`src/rtl/pwm_generator_multi.sv`:
```
// Multi-channel PWM generator: shared period counter, per-channel duty, shadow->active updates at period boundaries.
// Optional center-aligned counting is enabled by defining PWM_CENTER_ALIGN_EN.
module pwm_generator_multi #(
    parameter int unsigned WIDTH          = 8,
    parameter int unsigned CHANNELS       = 4,
    parameter int unsigned INITIAL_PERIOD = 8,
    parameter int unsigned INITIAL_DUTY   = 0
) (
    input  logic                      clk,
    input  logic                      reset,
    input  logic [WIDTH-1:0]          pwm_period,
    input  logic [CHANNELS*WIDTH-1:0] pwm_duty_cycle,
`ifdef PWM_CENTER_ALIGN_EN
    input  logic                      center_align,
`endif
    input  logic                      update_parameters,
    output logic                      update_pending,
    output logic                      period_end,
    output logic [CHANNELS-1:0]       pwm
);
    localparam int unsigned WX = WIDTH + 1;

    typedef enum logic {DIR_UP, DIR_DOWN} dir_e;

    logic [WIDTH-1:0]                cnt_q, cnt_d;
    dir_e                            dir_q, dir_d;
    logic [WIDTH-1:0]                act_period_q, act_period_d;
    logic [WIDTH-1:0]                sh_period_q, sh_period_d;
    logic [CHANNELS-1:0][WIDTH-1:0]  act_duty_q, act_duty_d;
    logic [CHANNELS-1:0][WIDTH-1:0]  sh_duty_q, sh_duty_d;
    logic                            act_center_q, act_center_d;
    logic                            sh_center_q, sh_center_d;
    logic                            pending_q, pending_d;
    logic                            req_center_c;
    logic [WIDTH-1:0]                req_period_c;
    logic [WIDTH-1:0]                last_c;
    logic                            apply_c;

`ifdef PWM_CENTER_ALIGN_EN
    assign req_center_c = center_align;
`else
    assign req_center_c = 1'b0;
`endif

    // Outputs decode registered state only.
    always_comb begin
        last_c = act_period_q - WIDTH'(1);
        if (act_center_q) begin
            period_end = (dir_q == DIR_DOWN) && (cnt_q == '0);
        end else begin
            period_end = (cnt_q == last_c);
        end
        update_pending = pending_q;
        for (int i = 0; i < int'(CHANNELS); i++) begin
            if (act_center_q) begin
                // cnt >= P - D, evaluated one bit wider so D >= P needs no special case
                pwm[i] = (WX'(cnt_q) + WX'(act_duty_q[i])) >= WX'(act_period_q);
            end else begin
                pwm[i] = (cnt_q < act_duty_q[i]);
            end
        end
    end

    // Shadow capture, boundary apply and counter sequencing.
    always_comb begin
        req_period_c = (pwm_period == '0) ? WIDTH'(1) : pwm_period;
        sh_period_d  = update_parameters ? req_period_c   : sh_period_q;
        sh_duty_d    = update_parameters ? pwm_duty_cycle : sh_duty_q;
        sh_center_d  = update_parameters ? req_center_c   : sh_center_q;
        pending_d    = pending_q | update_parameters;
        act_period_d = act_period_q;
        act_duty_d   = act_duty_q;
        act_center_d = act_center_q;
        cnt_d        = cnt_q + WIDTH'(1);
        dir_d        = dir_q;
        apply_c      = period_end && (pending_q || update_parameters);

        if (!act_center_q) begin
            if (cnt_q == last_c) begin
                cnt_d = '0;
            end
        end else if (dir_q == DIR_UP) begin
            if (cnt_q == last_c) begin
                cnt_d = cnt_q;
                dir_d = DIR_DOWN;
            end
        end else begin
            if (cnt_q == '0) begin
                cnt_d = '0;
                dir_d = DIR_UP;
            end else begin
                cnt_d = cnt_q - WIDTH'(1);
            end
        end

        // A same-cycle update is already folded into the shadow next-values.
        if (apply_c) begin
            act_period_d = sh_period_d;
            act_duty_d   = sh_duty_d;
            act_center_d = sh_center_d;
            pending_d    = 1'b0;
            cnt_d        = '0;
            dir_d        = DIR_UP;
        end
    end

    always_ff @(posedge clk) begin
        if (reset) begin
            cnt_q        <= '0;
            dir_q        <= DIR_UP;
            act_period_q <= WIDTH'(INITIAL_PERIOD);
            sh_period_q  <= WIDTH'(INITIAL_PERIOD);
            act_duty_q   <= {CHANNELS{WIDTH'(INITIAL_DUTY)}};
            sh_duty_q    <= {CHANNELS{WIDTH'(INITIAL_DUTY)}};
            act_center_q <= 1'b0;
            sh_center_q  <= 1'b0;
            pending_q    <= 1'b0;
        end else begin
            cnt_q        <= cnt_d;
            dir_q        <= dir_d;
            act_period_q <= act_period_d;
            sh_period_q  <= sh_period_d;
            act_duty_q   <= act_duty_d;
            sh_duty_q    <= sh_duty_d;
            act_center_q <= act_center_d;
            sh_center_q  <= sh_center_d;
            pending_q    <= pending_d;
        end
    end

endmodule
```
`config.mk`:
```
export PLATFORM = sky130hd
export DESIGN_NAME = pwm_generator_multi
export DESIGN_NICKNAME = d
export VERILOG_FILES = /design/src/rtl/pwm_generator_multi.sv
export SDC_FILE = /design/constraint.sdc
export NUM_CORES = 1
export LEC_CHECK = 0
export BUFFER_PORTS_ARGS = -buffer_cell sky130_fd_sc_hd__buf_2
export CAP_MARGIN = 30
export CORE_ASPECT_RATIO = 1.4
export CORE_UTILIZATION = 40
export CTS_CLUSTER_SIZE = 16
export DETAILED_ROUTE_END_ITERATION = 8
export HOLD_SLACK_MARGIN = 0.05
export SLEW_MARGIN = 10
export SYNTH_ARGS = -nofsm -noshare
export SYNTH_HDL_FRONTEND = slang
export SYNTH_SLANG_ARGS = --single-unit
```
`constraint.sdc`:
```
create_clock -name clk -period 4 [get_ports clk]
set_input_delay 0.8 -clock clk [delete_from_list [all_inputs] [get_ports clk]]
set_output_delay 0.8 -clock clk [all_outputs]
set_load 0.01 [all_outputs]
```
[Word-level counts from Yosys, hierarchy flattened]
Index checks and enable logic that the tools add are counted.
Word-level totals
  register bits: 92
  output and inout bits: 6
  logic and storage cells: 56
Cells by class
  add/sub/neg operators: 7
  order comparisons: 8
  eq/ne operators: 2
  mux-type cells: 17
  bitwise logic cells: 1
  reductions and logical operators: 6
Operators by type and width (count)
  two-way mux 8 bit: 7
  adder 8 x 8 -> 9 bit: 4
  >= comparator 9 x 8 -> 1 bit: 4
  less-than comparator 8 bit: 4
  two-way mux 32 bit: 1
  zero test 8 bit: 2
  subtractor 8 x 1 -> 8 bit (second input constant): 2
  two-way mux 1 bit: 9
  adder 8 x 1 -> 8 bit (second input constant): 1
  equality test 8 bit: 1
  inequality test 3 bit (second input constant): 1
  logical AND 1 bit: 2
  OR reduction 2 bit: 1
  logical OR 1 bit: 1
  bitwise OR 1 bit: 1

[Depth between registers and ports, before layout]
Gate-level depths: netlist of the first run.
  depth in word-level cells: 5
  mapped depth: 13

[Least setup slack after synthesis of the first run]
Ideal clock, no wire load.
  path kind: reg2out
  from: register cnt_q[1]
  to: output pwm[1]
  data arrival time: 2.851 ns
  slack: 0.349 ns
  cell stages (with the launch flop): 12
  buffers on the path: 0
  path through: dfxtp_1 inv_1 fa_1 inv_1 ha_1 nor2b_1 o21a_1 o21ai_0 a21oi_1 nor4_1 o22ai_1 o32a_1
On the way
  cells in the longest elaborated chain, start to end: 3
  elaborated cells between the ends (all ways): 4
  classes of those cells: 1 x add/sub; 2 x order compare; 1 x mux
RTL lines
  from (decl): line 25  | logic [WIDTH-1:0] cnt_q, cnt_d;
  from (signal assigned): line 119  | cnt_q <= cnt_d;
  adder 8 x 8 -> 9 bit: line 57  | pwm[i] = (WX'(cnt_q) + WX'(act_duty_q[i])) >= WX'(act_period_q);
  >= comparator 9 x 8 -> 1 bit: line 57
  two-way mux 1 bit (*): line 55  | if (act_center_q) begin
  to (decl): line 19  | output logic [CHANNELS-1:0] pwm
Every way passes the cells marked *; elsewhere a longest branch is shown, timed or not.

[Worst setup path in the final report of the first run]
  from: register cnt_q[1]
  to: output pwm[2]
Same word-level chain as after synthesis.

==> impl_results.md, run 1 <==
* Worst path slowest cell: or3b_2
* Synth top area share at 0.2967
* Outcome: completed
* Starting Density at 0.4105
* Yosys reg bits at 92
* Clock Sinks at 92
* WL per Instance at 16.74 um
* Bufs on Longest Clock Path at 2
* Synth area leader: dfxtp_1
* Io pins at 49
* Worst Skew at 0.007869 ns
* Largest family of logic cells by synthesized area: adder cells
* Critical path arrival at 3.07 ns
* Crit path max-delay family: compound AO/OA/AOI/OAI gates
* Count of cell types in the netlist at 57
* Final Max Slew Viols at 0
* WL met2 at 7993 um
* DRC violations left at 0
* ANT cells at 0
* Net Sw Frac at 0.3693
* Die H at 149.4 um
* Internal power at 2273 uW
* Seq pwr share at 0.318
* CTS H-Tree Depth at 3
* CP required at 3.20 ns
* Minimum clock period at 3.872 ns
* Initial DRC Count at 188
* Synthesized Nets at 825
* Vias in the first global route at 4942
* Static leakage at 0.003498 uW
* DP Wirelength at 11120 um
* Sequential cell area fraction in the yosys report at 0.2967
* Drt via density at 5.423
* CTS tree: yes
* Root Driver: clkbuf_16
* XOR/XNOR Fraction of Synth Area at 0.05080
* DR vias at 5022
* CP cell instances: buf_6 > ha_4 > o21bai_1 > a21oi_2 > o21bai_1 > a21oi_2 > o31ai_2 > xnor2_1 > ha_1 > or3b_2 > o32a_1 > buf_2
* Switching power of the nets at 1331 uW
* Port Buffers at 48
* First-pass GRT wire length at 24120 um
* Primary FF master, synth: dfxtp_1
* Met1 Routed Length at 6744 um
* Chip width at 107.3 um
* Total wire length at 15500 um
* Post-DRT Antenna Nets at 0
* VDD IR max at 240.0 uV
* Unrepaired setup endpoints after global routing: yes
* Ratio of cells with drive above 1 in the final layout at 0.1866
* Max FO, Critical Path at 10
* Clock network power share at 0.245
* Pin count of the biggest net entering global routing at 46
* Top-count cell post-synth: ha_1
* Post-synthesis mux area share at 0.06309
* Min-Delay Path Class: reg2reg
* Synth Area in Compound Gates at 0.2022
* Measured slew at the worst slew-check pin at 0.8868 ns
* Pwr dens at 499.8 nW/um^2
* Post-synth EDFFs at 0
* Syn avg cell area at 9.142 sq um
* Worst path bufs/invs at 2
* Async SR Flop Fraction at 0
* Final hold vios at 0
* Core area at 15120 sq um
* Cell Count, Final, Fillers Out at 926
* Nets at 876
* Num CTS Buffers at 9
* Worst slew margin at 0.4088
* Post-synthesis cell area at 6207 sq um
* Placed insts at 905
* Final setup fails at 0
* Storage cell area at 1854 sq um
* Slowest cell delay on critical path at 0.44 ns
* Initial antenna violation count at 0
* P&R area growth vs syn at 16.17%
* Die ar. at 16030 sq um
* Most frequent cells after synthesis: ha_1 (99), dfxtp_1 (92), inv_1 (71), nor2_1 (59), a21oi_1 (46)
* Placer Congestion at 0.9208
* Synth area leaders: dfxtp_1 (30%), ha_1 (20%), mux2i_1 (6.1%), o22a_1 (5.6%), inv_1 (4.3%)
* First-pass DRT Iterations at 5
* Fill count at 1417
* Final worst-path cycle share at 0.9680
* CP endpoint kind: output pin
* FP Rows at 53
* Critical path startpoint category: register
* Power share of the combinational group at 0.437
* GRT overflow at 0
* Total GRT Usage at 0.1967
* Final core occ at 0.4769
* Clock Latency Late Sink at 0.35 ns
* DR WL met3 at 386 um
* Syn Inst Count at 679
* Fmax at 258.3 MHz
* Max-Cap Viols at 0
* Synth Area in Simple Gates at 0.1076
* Max layer used: met4
* Critical path class: reg2out
* Clk slew on worst S/H paths at 0.07 ns
* Ys Warns at 0
* Synth Area in Adders at 0.2125
* Multi-input gate area at 4134 sq um
==> flip-flops by register name, indices dropped and copies added (netlist names) <==
signal          cells
act_center_q        1
act_duty_q         32
act_period_q        8
cnt_q               8
dir_q               1
sh_center_q         1
sh_duty_q          32
sh_period_q         8
update_pending      1
==> layout by cell type, fill, tap and decap left out, types with 4 or more instances in the layout <==
cell and instances:
o21bai_1 19, dfxtp_2 4, nor2b_1 8, mux2i_1 38, nor2_1 59, ha_1 92
buf_2 48, o32a_1 4, a31oi_1 6, nor3_1 14, o22a_1 40, nand4_1 6
nand3_1 6, fa_2 4, o211ai_1 5, xor2_1 11, ha_4 7, dfxtp_1 86
o31ai_1 4, xnor2_1 25, o21ai_0 12, buf_4 18, clkbuf_16 9, nand2b_1 6
a21oi_1 36, a21oi_2 10, a21o_1 10, nand2_1 12, inv_1 67
==> metal layers <==
metal,up-vias,GRT usage
met3,29,0.03189
met1,2401,0.2243
li1,2501,-
met5,-,0
met2,91,0.3623
met4,0,0.07466
==> cell families (layout without fill, tap and decap cells) <==
logic type	count (synthesis)	in the layout
AO/OA/AOI/OAI	177	177
AND/OR/NAND/NOR	132	132
adder cells (fa/ha/maj)	103	103
buffers and inverters	100	155
flip-flops	92	92
multiplexers	39	39
XOR/XNOR	36	36
==> final timing paths <==
check | end | cells past startpoint | slack [ns] | startpoint
worst max register to register | cnt_q[2] | 10 | 0.91 | cnt_q[0]
worst min register to register | sh_center_q | 1 | 0.49 | sh_center_q
worst min-delay path | sh_center_q | 1 | 0.49 | sh_center_q
worst max-delay path | pwm[2] | 12 | 0.13 | cnt_q[1]
==> repair_timing <==
| action | in CTS | in global routing |
|---|---|---|
| hold endpoints to repair | 0 | 0 |
| buffers inserted | 0 | 5 |
| pin swaps | 0 | 35 |
| gates resized for setup | 2 | 48 |
| endpoints found under the setup margin | 2 | 4 |
| hold buffers | 0 | 0 |
==> through the flow <==
step / hold WS, ns / total power [uW] / area, sq um / setup WS [ns] / TNS (ns)
after detailed placement: 0.4786 / 2599 / 6650 / 0.3217 / 0
after global routing: 0.5100 / 3831 / 7211 / -0.02939 / -0.03149
final: 0.4877 / 3604 / 7211 / 0.1280 / 0
after CTS: 0.4878 / 3491 / 6952 / 0.005365 / 0
after floorplan: 0.4576 / 2196 / 6207 / 0.3491 / 0
after global placement: 0.4669 / 2541 / 6650 / 0.3670 / 0
==> power by group through the flow <==
stage | Sequential, uW | Combinational [uW] | Clock [uW]
after floorplan | 1130 | 1070 | 0
after global placement | 1150 | 1390 | 0
after detailed placement | 1150 | 1450 | 0
after CTS | 1130 | 1460 | 902
after global routing | 1160 | 1740 | 935
final | 1150 | 1580 | 883
==> layout make-up <==
cell class | count | area share
repair buffers | 69 | 0.05726
multi-input cells | 487 | 0.5733
clock inverters | 5 | 0.008329
flip-flops and latches | 92 | 0.2572
inverters | 71 | 0.03748
well taps | 192 | 0.03332
clock buffers | 10 | 0.03314
(Power assumes the default switching activity.)
==> run 2, diff against run 1 <==
- CORE_UTILIZATION: 40 -> 37
==> run 2 against run 1 <==
Against the previous run: the flow now finishes with violations (design-rule violations); sequential power about the same; wire length grew 0.73%; register-to-register slack gained 0.11 ns; via count rose by 0.62%; cell count rose by 0.97%; utilization fell by 3.5 points; die area is 8.0% higher; critical path type unchanged; critical endpoint is now pwm[3].
==> impl_results.md, run 2 (synthesis results as in run 1) <==
* Outcome: complete, but fails checks
* Failing checks: design-rule violations
* VDD IR max at 200.3 uV (-17%)
* Pwr dens at 489.7 nW/um^2 (-2.0%)
* Ratio of cells with drive above 1 in the final layout at 0.1889 (+0.002210)
* First-pass DRT Iterations at 8 (+3)
* Static leakage at 0.003499 uW (about the same)
* Max FO, Critical Path at 8 (-2)
* CTS tree: yes
* Commonest non-fill, non-tap cells in the layout: ha_1 (92), dfxtp_1 (83), inv_1 (69)
* Final setup fails at 0 (unchanged)
* Max-Cap Viols at 0 (unchanged)
* CP endpoint kind: output pin
* Worst Skew at 0.009551 ns (+0.001681 ns)
* Port Buffers at 48 (unchanged)
* Initial DRC Count at 201 (+6.9%)
* Nets at 877 (+0.11%)
* P&R area growth vs syn at 16.03%
* Root Driver: clkbuf_16
* Bufs on Longest Clock Path at 2 (unchanged)
* Vias in the first global route at 5007 (+1.3%)
* Setup_tns at 0 ns (unchanged)
* FP Rows at 55 (+3.8%)
* CP required at 3.20 ns (about the same)
* Net Sw Frac at 0.3743 (+0.004928)
* Fill count at 1612 (+14%)
* CTS H-Tree Depth at 3 (unchanged)
* Die ar. at 17300 sq um (+8.0%)
* Hold_buf cts at 0 (unchanged)
* GRT overflow at 0 (unchanged)
* Initial antenna violation count at 0 (unchanged)
* Seq pwr share at 0.328 (+0.010)
* Clock Sinks at 92 (unchanged)
* CP cell instances: buf_4 > ha_4 > o21bai_4 > a21oi_2 > o21bai_1 > a21oi_2 > o31ai_2 > xnor2_1 > ha_1 > or3b_2 > o32a_1 > buf_2
* Crit-path most repeated cell: a21oi_2
* Measured slew at the worst slew-check pin at 0.8693 ns (-0.01751 ns)
* Slowest cell delay on critical path at 0.45 ns (about the same)
* Worst path bufs/invs at 2 (unchanged)
* Storage cell area at 1861 sq um (+0.34%)
* WL per Instance at 16.70 um (-0.24%)
* Final hold vios at 0 (unchanged)
* Internal power at 2207 uW (-2.9%)
* Total GRT Usage at 0.1836 (-0.01304)
* Clock Latency Late Sink at 0.35 ns (about the same)
* Drt via density at 5.404 (-0.35%)
* Critical path startpoint category: register
* Critical path class: reg2out
* Commonest non-fill, non-tap cell in the layout: ha_1
* Final worst-path cycle share at 0.9800 (+0.01201)
* Final Max Slew Viols at 0 (unchanged)
* Starting Density at 0.3806 (-0.02995)
* Top Registers: act_duty_q x32, sh_duty_q x32
* DRC violations left at 4 (+4)
* Multi-input gate area at 4128 sq um (-0.15%)
* ANT cells at 0 (unchanged)
* Crit path max-delay family: compound AO/OA/AOI/OAI gates
* Num CTS Buffers at 9 (unchanged)
* Fmax at 255.1 MHz (-1.2%)
* Die H at 155.3 um (+3.9%)
* Critical path arrival at 3.12 ns (+0.05 ns)
* Switching power of the nets at 1320 uW (-0.84%)
* Total wire length at 15610 um (+0.73%)
* Unrepaired setup endpoints after global routing: yes
* Clk slew on worst S/H paths at 0.07 ns (about the same)
* DR vias at 5053 (+0.62%)
* Core area at 16310 sq um (+7.9%)
* Power share of the combinational group at 0.437 (about the same)
* Pin count of the biggest net entering global routing at 46 (unchanged)
* Io pins at 49 (unchanged)
* DP Wirelength at 11140 um (+0.18%)
* Min-Delay Path Class: reg2reg
* Placer Congestion at 0.8890 (-3.5%)
* Worst path slowest cell: or3b_2
* Worst slew margin at 0.4205 (+0.01167)
* First-pass GRT wire length at 24910 um (+3.3%)
* Chip width at 111.5 um (+3.9%)
* Hold_ws at 0.4785 ns (-0.009282 ns)
* Post-DRT Antenna Nets at 0 (unchanged)
* Clock network power share at 0.235 (-0.010)
* Minimum clock period at 3.920 ns (+0.04804 ns)
==> run 2: cell types whose count changed in the layout (fill, tap and decap cells not counted), moves of 2 or more <==
cell and delta:
dfxtp_1 -3, o21ai_1 +3, buf_4 +2, dfxtp_2 +2
inv_1 +2, o21ai_2 -2
==> run 2: final cells by class <==
cell class                      count  share of cell area
Clock inverter                      6            0.006428
Timing Repair Buffer               70             0.05733
Tap cell                          199             0.03457
Clock buffer                       10             0.03318
Inverter                           71             0.03700
Multi-Input combinational cell    487              0.5731
Sequential cell                    92              0.2583
==> run 2: per-layer routing <==
layer	global-route usage	wire (um)	vias to the layer above	part of all wire
li1	-	-	2513	-
met4	0.07593	454	0	0.029
met2	0.3390	7914	131	0.51
met3	0.03000	598	34	0.038
met5	0	0	-	0
met1	0.2084	6645	2375	0.43
==> run 2: power groups by stage <==
| stage | Clock [uW] | Sequential, uW | Combinational (uW) |
|---|---|---|---|
| floorplan | 0 | 1130 | 1070 |
| global placement | 0 | 1160 | 1380 |
| detailed placement | 0 | 1170 | 1420 |
| CTS | 853 | 1150 | 1440 |
| global route | 895 | 1170 | 1730 |
| finish | 828 | 1160 | 1540 |
==> run 2: final timing paths <==
kind / startpoint / to / slack (ns) / cells after the start
worst max-delay path: cnt_q[1] / pwm[3] / 0.08 / 12
worst min-delay path: sh_center_q / sh_center_q / 0.48 / 1
worst min register to register: sh_center_q / sh_center_q / 0.48 / 1
worst max register to register: cnt_q[7] / act_period_q[4] / 1.02 / 8
==> run 2: timing repair <==
item | 4_1_cts | 5_1_grt
setup buffers | 0 | 8
setup endpoints to repair | 4 | 4
resized for setup | 13 | 39
pin swaps | 6 | 37
==> run 2: worst register-to-register path: stages, from the launching register on <==
cell,delay [ns]
dfxtp_1,0.84
buf_4,0.25
xor2_1,0.20
nand3_1,0.11
a22oi_1,0.24
and4_4,0.36
nor2b_4,0.22
o22a_4,0.46
o22a_1,0.26
==> run 2: through the flow <==
step | cell area [sq um] | setup WS [ns] | total power, uW | std cells | utilization
floorplan | 6207 | 0.3491 | 2196 | 679 | -
global placement | 6651 | 0.2197 | 2543 | 911 | 0.4078
detailed placement | 6651 | 0.1531 | 2585 | 911 | 0.4078
CTS | 6987 | 0.002021 | 3447 | 927 | 0.4284
global route | 7202 | -0.03132 | 3798 | 935 | 0.4416
finish | 7202 | 0.07994 | 3526 | 935 | 0.4416
